--- src/rtl/rsnn_neuron_array.sv ---
// Array of leaky integrate-and-fire neurons with self and lateral spike feedback.
// A single shared datapath updates one neuron per cycle during each timestep sweep.
module rsnn_neuron_array #(
  parameter int N_NEURONS = 4,
  parameter int W         = 8,
  parameter int REF_W     = 8
) (
  input  logic                     clk,
  input  logic                     reset,
  input  logic                     enable,
  input  logic                     step,
  input  logic [N_NEURONS*W-1:0]   ext_current,
  input  logic signed [W-1:0]      threshold,
  input  logic [W-1:0]             decay,
  input  logic [REF_W-1:0]         refractory_period,
  input  logic signed [W-1:0]      self_scale,
  input  logic signed [W-1:0]      lateral_scale,
  output logic [N_NEURONS-1:0]     spike_out,
  output logic                     step_done,
  output logic                     busy
);

  // Handshake: step is taken only in IDLE with enable=1; busy is high for the
  // N update cycles, then step_done pulses for one cycle with spike_out updated.
  localparam int IW = $clog2(N_NEURONS);
  localparam int CW = IW + 1;
  localparam int XW = W + IW + 2;

  typedef logic signed [XW-1:0] xw_t;
  typedef enum logic [1:0] {IDLE, UPD, DONE} state_t;

  localparam xw_t SAT_MAX = xw_t'((1 <<< (W - 1)) - 1);
  localparam xw_t SAT_MIN = xw_t'(-(1 <<< (W - 1)));
  localparam logic [IW-1:0] LAST = IW'(N_NEURONS - 1);

  state_t state, state_nxt;
  logic [IW-1:0]          idx;
  logic signed [W-1:0]    v [N_NEURONS];
  logic [REF_W-1:0]       r [N_NEURONS];
  logic [N_NEURONS-1:0]   prev_spk;
  logic [N_NEURONS-1:0]   new_spk;
  logic [N_NEURONS-1:0]   new_spk_full;

  logic [CW-1:0]          cnt;
  logic signed [W-1:0]    ext_i;
  xw_t                    self_x, lat_x, v_x, dec_x, tmp_x, vl_x;
  logic signed [W-1:0]    i_cur, vn, v_nxt;
  logic [REF_W-1:0]       r_nxt;
  logic                   spk_i;

  function automatic logic signed [W-1:0] sat_w(input xw_t x);
    xw_t y;
    if (x > SAT_MAX)      y = SAT_MAX;
    else if (x < SAT_MIN) y = SAT_MIN;
    else                  y = x;
    return y[W-1:0];
  endfunction

  always_comb begin
    state_nxt = state;
    case (state)
      IDLE:    if (step && enable) state_nxt = UPD;
      UPD:     if (idx == LAST) state_nxt = DONE;
      DONE:    state_nxt = IDLE;
      default: state_nxt = IDLE;
    endcase
  end

  assign busy      = (state == UPD);
  assign step_done = (state == DONE);

  always_comb begin
    cnt = '0;
    for (int i = 0; i < N_NEURONS; i++) begin
      if (i != int'(idx)) cnt = cnt + CW'(prev_spk[i]);
    end
    ext_i  = $signed(ext_current[int'(idx)*W +: W]);
    self_x = prev_spk[idx] ? xw_t'(self_scale) : '0;
    lat_x  = xw_t'(cnt) * xw_t'(lateral_scale);
    i_cur  = sat_w(xw_t'(ext_i) + self_x + lat_x);

    // Leak pulls v toward zero but never past it.
    v_x   = xw_t'(v[idx]);
    dec_x = xw_t'(decay);
    tmp_x = '0;
    vl_x  = '0;
    if (v_x > 0) begin
      tmp_x = v_x - dec_x;
      vl_x  = (tmp_x < 0) ? '0 : tmp_x;
    end else if (v_x < 0) begin
      tmp_x = v_x + dec_x;
      vl_x  = (tmp_x > 0) ? '0 : tmp_x;
    end
    vn = sat_w(vl_x + xw_t'(i_cur));

    spk_i = 1'b0;
    v_nxt = '0;
    r_nxt = '0;
    if (r[idx] != '0) begin
      r_nxt = r[idx] - REF_W'(1);
    end else if (vn >= threshold) begin
      spk_i = 1'b1;
      r_nxt = refractory_period;
    end else begin
      v_nxt = vn;
    end

    new_spk_full      = new_spk;
    new_spk_full[idx] = spk_i;
  end

  // The spike vector is published on the last update edge so it lines up with step_done.
  always_ff @(posedge clk) begin
    if (reset) begin
      state     <= IDLE;
      idx       <= '0;
      spike_out <= '0;
      prev_spk  <= '0;
      new_spk   <= '0;
      for (int i = 0; i < N_NEURONS; i++) begin
        v[i] <= '0;
        r[i] <= '0;
      end
    end else begin
      state <= state_nxt;
      if (state == UPD) begin
        v[idx]  <= v_nxt;
        r[idx]  <= r_nxt;
        new_spk <= new_spk_full;
        if (idx == LAST) begin
          idx       <= '0;
          spike_out <= new_spk_full;
          prev_spk  <= new_spk_full;
        end else begin
          idx <= idx + IW'(1);
        end
      end
    end
  end

endmodule

--- config.mk ---
export PLATFORM = sky130hd
export DESIGN_NAME = rsnn_neuron_array
export DESIGN_NICKNAME = d
export VERILOG_FILES = /design/src/rtl/rsnn_neuron_array.sv
export SDC_FILE = /design/constraint.sdc
export NUM_CORES = 1
export LEC_CHECK = 0
export CORE_MARGIN = 8
export CORE_UTILIZATION = 55
export DETAILED_ROUTE_END_ITERATION = 7
export PLACE_DENSITY = 0.74
export SLEW_MARGIN = 10
export SYNTH_ARGS = -nofsm -noshare
export SYNTH_HDL_FRONTEND = slang
export SYNTH_SLANG_ARGS = --single-unit
--- constraint.sdc ---
create_clock -name clk -period 18.06 [get_ports clk]
set_clock_uncertainty 0.1 [all_clocks]
set_input_delay 5.418 -clock clk [delete_from_list [all_inputs] [get_ports clk]]
set_output_delay 5.418 -clock clk [all_outputs]
set_load 0.005 [all_outputs]
==> results of run 1 <==
-- power by group through the flow --
stage               sequential (W)  combinational (W)  clock, W
CTS                       0.000205           0.000256  0.000206
global route              0.000206           0.000287  0.000214
finish                    0.000205           0.000257  0.000204
floorplan                 0.000205           0.000186         0
detailed placement        0.000209           0.000254         0
global placement          0.000208           0.000247         0
-- per-layer routing --
metal  vias to the layer above  global-route usage (%)  wire [µm]
met3                        25                    3.43        701
met5                         -                       0          0
met4                         0                    6.08        287
met2                       133                    38.7       8740
met1                      2692                    25.0       7160
li1                       2679                       -          -
-- final timing paths --
kind	startpoint	end	slack [ns]
worst max-delay path	ext_current[3]	v[0][5]	3.36
worst min-delay path	state[1]	state[0]	0.34
worst max register to register	idx[0]	v[0][5]	5.83
worst min register to register	state[1]	state[0]	0.34
-- synthesized netlist by cell type, types with 11 or more instances --
cell type  number
dfxtp_1        13
xnor2_1        15
and2_1         28
inv_1          96
a21o_1         18
nor2b_1        12
clkbuf_1       14
o21ai_0        11
mux4_2         13
nand2_1        32
nand2b_1       20
fa_1           28
ha_1           69
a21oi_1        39
nor2_1        107
mux4_1         11
edfxtp_1       64
-- cell families (layout without fill, tap and decap cells) --
group	count (synthesis)	after routing	synth area share (%)
simple gates	245	245	16.6
compound gates	128	128	12.5
buf+inv	123	196	7.29
fa+ha+maj	97	97	19.9
flops	77	77	30.5
mux	37	37	10.1
xor+xnor	25	25	3.07
-- critical path: cells and delay by family --
kind | cells | cell delay [ns]
multiplexers | 1 | 0.48
buffers and inverters | 4 | 0.70
adder cells (fa/ha/maj) | 6 | 2.59
AND/OR/NAND/NOR | 7 | 2.11
AO/OA/AOI/OAI | 15 | 3.36
XOR/XNOR | 1 | 0.10
-- state kept, by name, summed over array words and instances (netlist names), named ones only --
register and flops:
idx 2, new_spk 3, prev_spk 4, r 32, state 2, v 32
-- cell type report --
class | instances | area [µm²] | area share, %
Tap cell | 172 | 215 | 2.57
Clock inverter | 6 | 110 | 1.32
Sequential cell | 77 | 2180 | 26.1
Clock buffer | 10 | 229 | 2.73
Multi-Input combinational cell | 532 | 4450 | 53.1
Inverter | 97 | 364 | 4.35
Timing Repair Buffer | 83 | 826 | 9.86
-- per-stage QoR --
step	setup WS, ns	hold slack, ns
after floorplan	4.34	0.316
after global placement	3.27	0.328
after detailed placement	3.05	0.338
after CTS	3.37	0.346
after global routing	2.71	0.387
final	3.36	0.343
==> flow_summary_export.csv, run 1 <==
group,metric,value,unit
sta,finalHoldViolCount,0,
cells_and_area,antennaDiodeCount,0,
place,placed_area,0.00803,mm²
power_and_ir_drop,clkPwrFrac,30.6,%
sta,worst_slew_pin_slew,0.988,ns
routing,drtIter0Drc,420,
run_status,status,"complete, no violations",
sta,relSlewSlack,34.1,%
place,gp_congestion,0.948,
setup_path,crit_fanout,11,
place,dp_cells,961,
clock_network,cts_buffers,9,
power_and_ir_drop,p_sw,0.000222,W
cells_and_area,utilization,66.1,%
clock_network,cts_setup_buffers,0,
global_route,antenna_found_initial,0,
sta,finalSetupViolations,0,
synthesis,synth_seq_cells,77,
global_route,grt_max_degree,18,
die,die_h,130,µm
sta,period_share,81.4,%
cells_and_area,mostFrequentLayoutCells,"nor2_1, inv_1, clkdlybuf4s50_1",
sta,slew_viol_final,0,
setup_path,cp-start-kind,"primary input",
sta,fmax,0.0680,GHz
die,die-area,0.0169,mm²
synthesis,synthArstFlopShare,0,%
setup_path,slowest_stage,"or4_4",
clock_network,insertion_delay,0.34,ns
setup_path,r2r_cells,44,
clock_network,cts_root_buf,"clkbuf_16",
die,start_util,56.4,%
power_and_ir_drop,power_per_cell_area,79.5,mW/mm²
routing,routed_wl,16900,µm
die,placeableCoreArea,0.0127,mm²
cells_and_area,final_nets,973,
synthesis,syn-instance-count,732,
global_route,grt_pass1_wl,28000,µm
synthesis,synth-seq-area-share,30.5,%
power_and_ir_drop,seqPwrFrac,30.7,%
routing,vias_per_cell,5.66,
synthesis,syn-num-nets,905,
power_and_ir_drop,ir_worst_vdd,0.0000863,V
clock_network,cts.htree.levels,3,
clock_network,clk_path_buf_depth,2,
clock_network,cts.sinks,77,
routing,drt-pass1-iter-count,6,
setup_path,slowest_delay,0.61,ns
cells_and_area,design_area,0.00837,mm²
clock_network,hold_buffers,0,
cells_and_area,drive_above_1_share,6.46,%
job,cap_violations,0,
sta,layout_min_cycle_time,14.70,ns
clock_network,post_cts_resize_count,0,
routing,vias,5529,
worst_hold_path,worstHoldPathType,"register to register",
die,rows,41,
sta,fin_tns_setup,0,ns
worst_hold_path,hold_depth,1,
global_route,grt_usage,21.2,%
setup_path,setup.worst_path.class,"primary input to register",
synthesis,ys.flop_type,"edfxtp_1",
routing,wl_per_cell,17.3,µm
clock_network,cts_tree,"done",
synthesis,synthDistinctLibCells,65,
die,io_pins,82,
power_and_ir_drop,p_sw_share,33.4,%
synthesis,synth_top_area_share,26.9,%
place,io_buffers,81,
power_and_ir_drop,comb_power_share,38.6,%
die,die_x,130,µm
routing,drcViolationCount,0,
cells_and_area,nFillCells,1032,
synthesis,synth.area.top_cells,"edfxtp_1, ha_1, fa_1",
global_route,grt_overflow_total,0,
sta,rsz0062_at_grt,"no",
setup_path,required,18.15,ns
cells_and_area,layout_commonest_cell,"nor2_1",
setup_path,crit_path_end_kind,"register",
place,dpl.hpwl,13400,µm
power_and_ir_drop,leakagePower,3.64,nW
routing,ant_nets,0,
global_route,grt_pass1_vias,5763,
power_and_ir_drop,internal_power,0.000444,W
synthesis,synth_largest_area_cell,"edfxtp_1",
clock_network,clkSlewWorstSetupHoldPaths,0.06,ns
synthesis,synth_area_per_cell,9.76,µm²
cells_and_area,fin_cells,977,
synthesis,synthesis.area,0.00714,mm²
cells_and_area,synthToLayoutAreaGrowth,17.2,%
power_and_ir_drop,power,0.000666,W
synthesis,synth_edf_count,64,
setup_path,cp.arrival,14.79,ns
synthesis,yosysWarnings,0,
Note: power is estimated with default switching activity, not from simulation.
==> run 2: changes to the inputs <==
Clock period 18.06 ns to 14.3 ns, I/O delays scaled along.
==> run 2 against run 1 <==
Wire length grew 0.53%. Global-route usage fell by 0.30 points. Register-to-register slack worse by 3.8 ns. Clock power barely moved. Sequential power grew 26%. First-iteration DRC count is 13% higher. Non-clock buffer count is the same.
==> flow_summary_export.csv, run 2 (synthesis gave the netlist of run 1 again) <==
group,metric,value,unit
global_route,grt_pass1_wl,27600,µm
clock_network,insertion_delay,0.34,ns
die,die_h,130,µm
clock_network,cts.sinks,77,
die,rows,41,
cells_and_area,nFillCells,1075,
power_and_ir_drop,internal_power,0.000507,W
setup_path,critPathLaunch,"ext_current[11]",
cells_and_area,seq_area,0.00218,mm²
setup_path,slowest_delay,0.61,ns
power_and_ir_drop,clkPwrFrac,25.9,%
sta,worst_slew_pin_slew,0.983,ns
sta,rsz0062_at_grt,"no",
clock_network,cts_root_buf,"clkbuf_16",
setup_path,cp-start-kind,"primary input",
setup_path,setup.worst_path.class,"primary input to register",
setup_path,cp.arrival,13.72,ns
place,io_buffers,81,
sta,fmax,0.0734,GHz
clock_network,cts_buffers,9,
routing,ant_nets,0,
setup_path,crit_path_end_kind,"register",
routing,routed_wl,17000,µm
routing,vias,5529,
clock_network,cts.htree.levels,3,
setup_path,regToRegStartpoint,"idx[0]",
power_and_ir_drop,p_sw,0.000282,W
cells_and_area,layout_commonest_cell,"nor2_1",
sta,period_share,95.3,%
routing,drcViolationCount,0,
sta,slew_viol_final,0,
job,cap_violations,0,
clock_network,clk_path_buf_depth,2,
clock_network,clkSlewWorstSetupHoldPaths,0.06,ns
setup_path,worst-path-stages,34,
clock_network,hold_buffers,0,
cells_and_area,final_nets,973,
power_and_ir_drop,power,0.000788,W
routing,drt-pass1-iter-count,5,
setup_path,slowest_stage,"or4_4",
routing,drtIter0Drc,475,
power_and_ir_drop,seqPwrFrac,32.8,%
cells_and_area,mostFrequentLayoutCells,"nor2_1, inv_1, clkdlybuf4s50_1",
place,place_ws,0.376,ns
routing,vias_per_cell,5.66,
run_status,status,"complete, no violations",
setup_path,r2r_cells,44,
cells_and_area,antennaDiodeCount,0,
cells_and_area,biggestRegsByFlops,"r x32, v x32, prev_spk x4",
sta,finalHoldViolCount,0,
routing,wl_per_cell,17.4,µm
global_route,antenna_found_initial,0,
clock_network,cts_tree,"done",
setup_path,ff2ff_setup_slack,2.04,ns
sta,layout_min_cycle_time,13.63,ns
place,gp_congestion,0.948,
setup_path,crit_fanout,11,
die,placeableCoreArea,0.0127,mm²
cells_and_area,multi_input_area,0.00445,mm²
place,dp_cells,961,
place,dpl.hpwl,13500,µm
global_route,grt_max_degree,18,
sta,fin_tns_setup,0,ns
cells_and_area,fin_cells,977,
cells_and_area,synthToLayoutAreaGrowth,16.2,%
power_and_ir_drop,p_sw_share,35.7,%
sta,finalSetupViolations,0,
global_route,grt_overflow_total,0,
global_route,grt_usage,20.9,%
power_and_ir_drop,power_per_cell_area,94.9,mW/mm²
setup_path,required,14.39,ns
clock_network,cts_setup_buffers,0,
cells_and_area,drive_above_1_share,6.46,%
die,start_util,56.4,%
worst_hold_path,min-delay-start,"state[1]",
die,die-area,0.0169,mm²
power_and_ir_drop,leakagePower,3.60,nW
worst_hold_path,worstHoldPathType,"register to register",
clock_network,post_cts_resize_count,0,
setup_path,cp.buffers_inverters,4,
setup_path,r2r-end,"v[1][0]",
die,die_x,130,µm
die,io_pins,82,
power_and_ir_drop,comb_power_share,41.3,%
sta,relSlewSlack,34.3,%
global_route,grt_pass1_vias,5646,
power_and_ir_drop,ir_worst_vdd,0.0000939,V
setup_path,critPathCapture,"v[1][0]",
setup_path,critical-path-top-delay-family,"compound AO/OA/AOI/OAI gates",
sta,finalWorstSetupSlack,0.667,ns
-- run 2: cell types whose count changed in the layout (fill, tap and decap cells not counted) --
cell	delta
clkinvlp_4	+2
bufinv_16	-3
clkinv_4	+1
clkinv_2	+1
inv_6	-1
-- run 2: worst min-delay path by stage --
stage / end / slack (ns) / cells after the start
floorplan: state[0] / 0.32 / 1
global placement: state[0] / 0.33 / 1
detailed placement: state[0] / 0.34 / 1
CTS: state[0] / 0.35 / 1
global route: state[0] / 0.39 / 1
finish: state[0] / 0.34 / 1
-- run 2: power by group through the flow --
stage / logic (W) / clock network, W / registers [W]
after global routing: 0.000362 / 0.000216 / 0.000260
after global placement: 0.000312 / 0 / 0.000263
after CTS: 0.000324 / 0.000207 / 0.000259
final: 0.000326 / 0.000204 / 0.000258
after floorplan: 0.000234 / 0 / 0.000258
after detailed placement: 0.000321 / 0 / 0.000263
-- run 2: worst reg2reg max path: cells and delay by family, from the launching register on --
| family | cells | cell delay, ns |
|---|---|---|
| AND/OR/NAND/NOR | 10 | 2.65 |
| XOR/XNOR | 2 | 0.59 |
| adder cells (fa/ha/maj) | 11 | 3.46 |
| buffers and inverters | 4 | 0.53 |
| multiplexers | 2 | 0.54 |
| AO/OA/AOI/OAI | 15 | 3.43 |
| flip-flops | 1 | 0.82 |
-- run 2: layout make-up --
type	count	area share, %
inverter	97	4.39
clock buffer	10	2.76
tap	172	2.59
multi-input combinational	532	53.6
clock inverter	6	0.482
timing repair buffer	83	9.95
sequential	77	26.3
-- run 2: stage by stage --
stage	utilization [%]	hold slack, ns	instance area [µm²]
after floorplan	-	0.316	7140
after global placement	63.4	0.328	8030
after detailed placement	63.4	0.342	8030
after CTS	65.5	0.348	8300
after global routing	65.5	0.387	8300
final	65.5	0.343	8300
-- run 2: layer usage --
layer	wire length, µm	global-route usage [%]	share of wire (%)
met1	7050	24.7	41
met2	8750	38.2	52
met3	890	3.22	5.2
met4	295	6.28	1.7
met5	0	0	0
